`config.mk`:
```
export PLATFORM = sky130hd
export DESIGN_NAME = interfaz_tx_fifo
export DESIGN_NICKNAME = d
export VERILOG_FILES = /design/src/rtl/interfaz_tx_fifo.sv
export SDC_FILE = /design/constraint.sdc
export NUM_CORES = 1
export LEC_CHECK = 0
export CORE_ASPECT_RATIO = 2
export CORE_UTILIZATION = 60
export CTS_BUF_LIST = sky130_fd_sc_hd__clkbuf_8 sky130_fd_sc_hd__clkbuf_16
export DETAILED_ROUTE_END_ITERATION = 6
export PLACE_DENSITY = 0.83
export SLEW_MARGIN = 10
export SYNTH_ARGS = -nofsm -noshare
export SYNTH_HDL_FRONTEND = slang
export SYNTH_SLANG_ARGS = --single-unit
```
`constraint.sdc`:
```
create_clock -name i_clk -period 3.6 [get_ports i_clk]
set_input_delay 0.72 -clock i_clk [delete_from_list [all_inputs] [get_ports i_clk]]
set_output_delay 0.72 -clock i_clk [all_outputs]
set_load 0.02 [all_outputs]
```
`src/rtl/interfaz_tx_fifo.sv`:
```
// interfaz_tx_fifo: buffers ALU results in a small FIFO and sends each one
// to the UART TX as NB_BYTE-wide words. Byte order is set by LSB_FIRST.
// A new word is started only while the TX holds a free credit (tx_free).
//
// state   | meaning
// --------+--------------------------------------------------------------
// IDLE    | no result in flight; leave as soon as the FIFO is non-empty
// LOAD    | pop the FIFO head into the shift register, clear byte counter
// WAIT_TX | hold until the TX is free, then register the current byte
// PUSH    | o_int_tx high for one cycle; shift to the next byte
module interfaz_tx_fifo #(
    parameter int NB_DATA   = 16,
    parameter int NB_BYTE   = 8,
    parameter int DEPTH     = 4,
    parameter int LSB_FIRST = 1
) (
    input  logic                     i_clk,
    input  logic                     i_rst,
    input  logic [NB_DATA-1:0]       i_resultado,
    input  logic                     i_done_alu,
    input  logic                     i_done_tx,
    input  logic                     i_clr_ovf,
    output logic [NB_BYTE-1:0]       o_data,
    output logic                     o_int_tx,
    output logic                     o_full,
    output logic                     o_empty,
    output logic [$clog2(DEPTH):0]   o_count,
    output logic                     o_overflow
);

    localparam int AW     = $clog2(DEPTH);
    localparam int NBYTES = NB_DATA / NB_BYTE;
    localparam int CW     = (NBYTES > 1) ? $clog2(NBYTES) : 1;

    typedef enum logic [1:0] {
        IDLE    = 2'd0,
        LOAD    = 2'd1,
        WAIT_TX = 2'd2,
        PUSH    = 2'd3
    } state_t;

    state_t               state_q, state_d;
    logic [AW-1:0]        wr_ptr_q, wr_ptr_d;
    logic [AW-1:0]        rd_ptr_q, rd_ptr_d;
    logic [AW:0]          count_q, count_d;
    logic                 ovf_q, ovf_d;
    logic                 tx_free_q, tx_free_d;
    logic [NB_DATA-1:0]   sh_q, sh_d;
    logic [CW-1:0]        byte_cnt_q, byte_cnt_d;
    logic [NB_BYTE-1:0]   data_q, data_d;

    logic [NB_DATA-1:0]   mem [DEPTH];

    logic                 full;
    logic                 empty;
    logic                 pop;
    logic                 push;
    logic                 wr_en;
    logic                 drop;
    logic                 last_byte;
    logic                 start_push;
    logic [NB_BYTE-1:0]   cur_byte;

    assign full       = (count_q == (AW+1)'(DEPTH));
    assign empty      = (count_q == '0);
    assign pop        = (state_q == LOAD);
    assign push       = (state_q == PUSH);
    // A full FIFO still accepts a result when the head leaves in the same cycle.
    assign wr_en      = i_done_alu && (!full || pop);
    assign drop       = i_done_alu && !wr_en;
    assign last_byte  = (byte_cnt_q == CW'(NBYTES - 1));
    assign start_push = (state_q == WAIT_TX) && (tx_free_q || i_done_tx);
    assign cur_byte   = (LSB_FIRST != 0) ? sh_q[NB_BYTE-1:0]
                                         : sh_q[NB_DATA-1 -: NB_BYTE];

    // FIFO storage; contents need no reset because the pointers define validity.
    always_ff @(posedge i_clk) begin
        if (wr_en) begin
            mem[wr_ptr_q] <= i_resultado;
        end
    end

    // FIFO bookkeeping, overflow flag and TX credit.
    always_comb begin
        wr_ptr_d  = wr_ptr_q;
        rd_ptr_d  = rd_ptr_q;
        count_d   = count_q;
        ovf_d     = ovf_q;
        tx_free_d = tx_free_q;
        if (wr_en) begin
            wr_ptr_d = wr_ptr_q + AW'(1);
        end
        if (pop) begin
            rd_ptr_d = rd_ptr_q + AW'(1);
        end
        case ({wr_en, pop})
            2'b10:   count_d = count_q + (AW+1)'(1);
            2'b01:   count_d = count_q - (AW+1)'(1);
            default: count_d = count_q;
        endcase
        // A drop in the same cycle as a clear leaves the flag set.
        if (drop) begin
            ovf_d = 1'b1;
        end else if (i_clr_ovf) begin
            ovf_d = 1'b0;
        end
        // Consuming the credit wins over a stray done strobe in the push cycle.
        if (push) begin
            tx_free_d = 1'b0;
        end else if (i_done_tx) begin
            tx_free_d = 1'b1;
        end
    end

    // State register and all other sequential state.
    always_ff @(posedge i_clk or negedge i_rst) begin
        if (!i_rst) begin
            state_q    <= IDLE;
            wr_ptr_q   <= '0;
            rd_ptr_q   <= '0;
            count_q    <= '0;
            ovf_q      <= 1'b0;
            tx_free_q  <= 1'b1;
            sh_q       <= '0;
            byte_cnt_q <= '0;
            data_q     <= '0;
        end else begin
            state_q    <= state_d;
            wr_ptr_q   <= wr_ptr_d;
            rd_ptr_q   <= rd_ptr_d;
            count_q    <= count_d;
            ovf_q      <= ovf_d;
            tx_free_q  <= tx_free_d;
            sh_q       <= sh_d;
            byte_cnt_q <= byte_cnt_d;
            data_q     <= data_d;
        end
    end

    // Next-state logic.
    always_comb begin
        state_d = IDLE;
        case (state_q)
            IDLE:    state_d = empty ? IDLE : LOAD;
            LOAD:    state_d = WAIT_TX;
            WAIT_TX: state_d = start_push ? PUSH : WAIT_TX;
            PUSH:    state_d = last_byte ? IDLE : WAIT_TX;
            default: state_d = IDLE;
        endcase
    end

    // Output and datapath logic: shift register, byte counter, output word.
    always_comb begin
        sh_d       = sh_q;
        byte_cnt_d = byte_cnt_q;
        data_d     = data_q;
        o_int_tx   = 1'b0;
        case (state_q)
            LOAD: begin
                sh_d       = mem[rd_ptr_q];
                byte_cnt_d = '0;
            end
            WAIT_TX: begin
                if (start_push) begin
                    data_d = cur_byte;
                end
            end
            PUSH: begin
                o_int_tx   = 1'b1;
                sh_d       = (LSB_FIRST != 0) ? (sh_q >> NB_BYTE) : (sh_q << NB_BYTE);
                byte_cnt_d = byte_cnt_q + CW'(1);
            end
            default: begin
                sh_d = sh_q;
            end
        endcase
    end

    assign o_data     = data_q;
    assign o_full     = full;
    assign o_empty    = empty;
    assign o_count    = count_q;
    assign o_overflow = ovf_q;

endmodule

```
# --- Yosys cells after proc, flatten, opt, wreduce, memory -nomap -nowiden ---
# Memory sizes are Yosys's and may differ from the RTL's.
# Cells that the tools add are included.
word_totals:
  register_bits: 36
  word_cells: 49
  memories: 1
  rom_bits: 0
  latch_bits: 0
  in_bits: 21
  out_inout_bits: 15
  ramBits: 64
memory_table:
  columns: ["name", "words", "word_bits", "rd", "rd_clocked_by_memory_dff", "wr", "line_no", "text"]
  rows:
  - ["mem", 4, 16, 1, 0, 1, "52", "logic [NB_DATA-1:0] mem [DEPTH];"]
classes:
  bitwise_logic: 0
  multipliers: 0
  n_mux: 14
  n_eq_ne: 6
  n_shift: 0
  reduce_logical: 14
  n_div: 0
  add_sub_neg: 5
  magnitude_cmp: 0
ops:
  columns: ["cell", "count"]
  rows:
  - ["one-hot mux 16 bit (2 select lines)", 1]
  - ["2-to-1 mux 1 bit", 9]
  - ["one-hot mux 2 bit (4 select lines)", 1]
  - ["nonzero test 2 bit", 4]
  - ["equality test 2 bit, second input constant", 3]
  - ["one-hot mux 3 bit (2 select lines)", 1]
  - ["adder 2 x 1 -> 2 bit, second input constant", 2]
  - ["equality test 2 x 1 -> 1 bit, second input constant", 2]
  - ["adder 3 x 1 -> 3 bit, second input constant", 1]
  - ["equality test 3 bit, second input constant", 1]
  - ["logical AND 1 bit", 3]
  - ["zero test 3 bit", 1]
  - ["subtractor 3 x 1 -> 3 bit, second input constant", 1]
  - ["zero test 1 bit", 2]
  - ["zero test 2 bit", 1]
  - ["logical OR 1 bit", 2]
  - ["2-to-1 mux 2 bit", 1]
  - ["one-hot mux 1 bit (2 select lines)", 1]
  - ["AND reduction 2 bit", 1]
  - ["adder 1 bit, second input constant", 1]

# --- Logic depth before layout (Yosys ltp) ---
depth:
  ltp_word: 7
  depth_mapped: 9
  ltp_nobuf: 9

# --- Worst setup path after synthesis ---
# OpenSTA, ideal clock, no wires.
synth_timing:
  path_type: "flip-flop to flip-flop"
  start: "register count_q[0], in the netlist o_count[0]"
  end: "register count_q[2], in the netlist o_count[2]"
  t_arrival_ns: 2.159
  path_stages_with_launch: 10
  setup_slack_ns: 1.362
  path_buffers: 0
  setup_ns: 0.080
  required_ns: 3.520
  cell_sequence: "dfrtp_1 > nor3b_2 > a21boi_2 > inv_1 > ha_1 > inv_1 > fa_1 > xor2_1 > nor2_1 > xor2_1"
synth_via:
  elab_chain_len: 6
  elab_cells_between_ends: 10
  classes_between: "add/sub: 2; eq/ne: 3; mux: 1; reduce/logical: 4"
synth_lines:
  columns: ["item", "line_no", "text"]
  rows:
  - ["from (decl)", "45", "logic [AW:0] count_q, count_d;"]
  - ["from (signal assigned)", "131", "count_q <= count_d;"]
  - ["equality test 3 bit *", "64", "assign full = (count_q == (AW+1)'(DEPTH));"]
  - ["net o_full", "25", "output logic o_full,"]
  - ["zero test 1 bit *", "69", "assign wr_en = i_done_alu && (!full || pop);"]
  - ["logical OR 1 bit *", "69", null]
  - ["logical AND 1 bit *", "69", null]
  - ["equality test 2 x 1 -> 1 bit or equality test 2 bit (tied branches)", "96", "case ({wr_en, pop})"]
  - ["one-hot mux 3 bit (2 select lines) or nonzero test 2 bit (tied branches)", null, null]
# The timed path passes the listed nets; every way through them passes the cells marked *.
# A chain may end at the register's enable or synchronous reset.

# --- Worst setup path after layout ---
layout_timing:
  start: "register state_q[0]"
  end: "output port o_int_tx"
layout_via:
  elab_chain_len: 2
layout_lines:
  columns: ["item", "line_no", "text"]
  rows:
  - ["from (decl)", "42", "state_t state_q, state_d;"]
  - ["from (signal assigned)", "128", "state_q <= state_d;"]
  - ["equality test 2 bit", "158", "case (state_q)"]
  - ["2-to-1 mux 1 bit", "158", null]
  - ["to (decl)", "24", "output logic o_int_tx,"]
# Every way passes these cells.

==> results by group <==
Setup path
  – Critical path required time: 2.88 ns
  – CP peak stage delay: 0.62 ns
  – Worst setup SP type: register
  – Worst Setup End Kind: primary output
  – R2R Path End: o_count[2]
  – Critical path, cell by cell: buf_4 > nand2_1 > inv_1 > clkdlybuf4s50_1
  – Critical path arrival: 1.99 ns
  – Worst Reg-to-Reg Cells: 9
  – CP max stage cell: clkdlybuf4s50_1
  – Crit path max fanout: 22
  – Worst reg2reg startpoint: state_q[0]
  – Flop2flop setup slack: 1.34 ns
  – Critical setup path kind: register to primary output

Yosys
  – Syn nets: 250
  – Register area share after synthesis: 72.1%
  – Avg Cell Area, Syn: 17.6 sq um
  – Yosys warnings: 0
  – Post-Syn Instances: 223
  – Register bit count reported by yosys: 100
  – Synth unique cells: 32
  – Mapped cell area: 3920 sq um

STA
  – Fmax: 0.368 GHz
  – Clock Skews: 0.00236 ns
  – Worst Hold Slack: 0.465 ns
  – Post-route setup slack: 0.886 ns
  – Final Max Tran Viols: 0
  – RSZ-0062 raised after global routing: no
  – Relative slew slack: 31.0%
  – Final period util: 75.4%
  – Crit path time final: 2.71 ns
  – Worst-margin pin slew: 1.03 ns
  – Fin Setup TNS: 0 ns
  – Setup Viol. Count Final: 0
  – Final Hold Viols: 0

CTS
  – CTS tree: done
  – Root Driver: clkbuf_16
  – Clock transition at the registers of the reported paths: 0.06 ns
  – Clock tree sinks: 100
  – Post-CTS Setup Bufs: 0
  – Hold_buf cts: 0
  – H-tree Lvls: 3
  – Clk_lat worst skew: 0.33 ns
  – Clk buf depth: 2
  – Post-cts sizing count: 0
  – Number of CTS-inserted buffers: 9

Drt
  – Post-route ant nets: 0
  – Wirelength per Cell: 17.8 um
  – DRC Markers: 0
  – Iter 0 DRT Violations: 90
  – Post-DR vias/cell: 5.50
  – DRT Wirelength: 6300 um
  – Pre-antenna DRT Iters: 4
  – Via count: 1947

Job
  – Max cap viols: 0

Min path
  – Worst hold start: byte_cnt_q
  – Hold Path Class: register to register
  – Hold Path Depth: 1
  – Hold Path Sink: state_q[1]

Finish
  – Non-filler instance count after layout: 354
  – Antenna Cells: 0
  – Most common cell after layout, fill and taps aside: edfxtp_1
  – Most frequent cells in the layout: edfxtp_1, dfrtp_1, clkdlybuf4s50_1, inv_1, nand2_1
  – Share of layout cells above drive strength 1: 14.2%
  – Nets@finish: 291
  – Area grow syn2layout: 18.5%

GRT
  – Gr usage total: 21.6%
  – Largest net degree at the start of global routing: 37
  – Vias in the first global route: 2080
  – GR Overflow Total: 0
  – Initial antenna violation count: 0
  – First-pass GRT wire length: 10400 um

Run status
  – Outcome: complete, no violations

Place
  – Place WS: 0.950 ns
  – Gpl congestion: 0.704
  – Final HPWL DP: 4110 um
  – IO Port Bufs: 35
  – Placed cells: 339

Floorplan
  – Initial Util: 62.1%
  – Ports: 36
  – Die H: 116 um
  – Die width: 59.1 um
  – Rows: 41
  – DIE AREA: 6870 sq um
  – Core Region: 6310 sq um

Power
  – Cell Pwr Density: 814 nW/um^2
  – Lkg Pwr: 0.00175 uW
  – Peak supply drop: 0.000480 V
[sequential cells by signal, indices dropped and copies added, names as in the netlist]
register    flops
byte_cnt_q      1
mem            64
o_count         3
o_data          8
o_overflow      1
rd_ptr_q        2
sh_q           16
state_q         2
tx_free_q       1
wr_ptr_q        2
[synth_stat cells (all sizes together)]
cell type | number | area (sq um)
dfstp | 1 | 26.3
mux2 | 9 | 101
xor2 | 2 | 17.5
buf | 6 | 51.3
o221ai | 8 | 70.1
clkbuf | 1 | 3.75
a21boi | 1 | 11.3
and2 | 4 | 25.0
mux2i | 2 | 20.0
nand3 | 1 | 5.00
xnor2 | 4 | 35.0
nor3b | 2 | 31.3
o21ai | 9 | 45.0
ha | 5 | 62.6
mux4 | 16 | 387
a21oi | 1 | 5.00
edfxtp | 64 | 1920
nor2 | 4 | 15.0
fa | 1 | 20.0
inv | 24 | 90.1
nor3 | 2 | 10.0
nand2b | 1 | 8.76
or2 | 1 | 6.26
clkinv | 1 | 3.75
dfrtp | 35 | 876
nand2 | 18 | 67.6
[worst max-delay path by stage]
stage	startpoint	end	slack [ns]
floorplan	o_count[0]	o_count[2]	1.36
global placement	i_done_alu	mem[2][5]	0.98
detailed placement	i_done_alu	mem[2][5]	0.95
CTS	state_q[0]	o_int_tx	0.88
global route	state_q[0]	o_int_tx	0.75
finish	state_q[0]	o_int_tx	0.89
[power by group]
group / total (uW) / internal (uW) / switching [uW]
Clock: 975 / 599 / 376
Combinational: 1040 / 530 / 515
Sequential: 1760 / 1550 / 210
Total: 3780 / 2680 / 1100
[worst max-delay path: cells and delay by family (launching register included)]
kind	cells	cell delay [ns]
AND/OR/NAND/NOR	1	0.28
buffers and inverters	3	1.05
flip-flops	1	0.32
[final cells by class]
type | instances | area (sq um)
fillers | 415 | 1670
inverters | 25 | 93.8
repair buffers | 37 | 365
clock inverters | 6 | 81.3
flip-flops and latches | 100 | 2820
multi-input cells | 91 | 943
well taps | 86 | 108
clock buffers | 9 | 225
[cells by family (layout without fill, tap and decap cells)]
group / count (synthesis) / after routing / synth area share (%)
flops: 100 / 100 / 72.1
simple gates: 33 / 33 / 4.31
buf+inv: 32 / 77 / 3.80
mux: 27 / 27 / 13.0
compound gates: 19 / 19 / 3.35
fa+ha+maj: 6 / 6 / 2.11
xor+xnor: 6 / 6 / 1.34
[per-layer routing]
layer / part of all wire, % / up-vias / track usage, % / wire length (um)
met5: 0 / - / 0 / 0
met4: 1.9 / 0 / 9.05 / 117
met3: 2.8 / 7 / 5.20 / 178
met2: 56 / 38 / 36.4 / 3540
met1: 39 / 999 / 26.3 / 2460
li1: - / 903 / - / -
[per-stage QoR]
stage                     instance area (sq um)  utilization, %  total power [uW]
after floorplan                            3920               -              2500
after global placement                     4330            68.7              2790
after detailed placement                   4330            68.7              2830
after CTS                                  4640            73.5              3810
after global routing                       4640            73.5              3970
final                                      4640            73.5              3780
(Power assumes the default switching activity.)
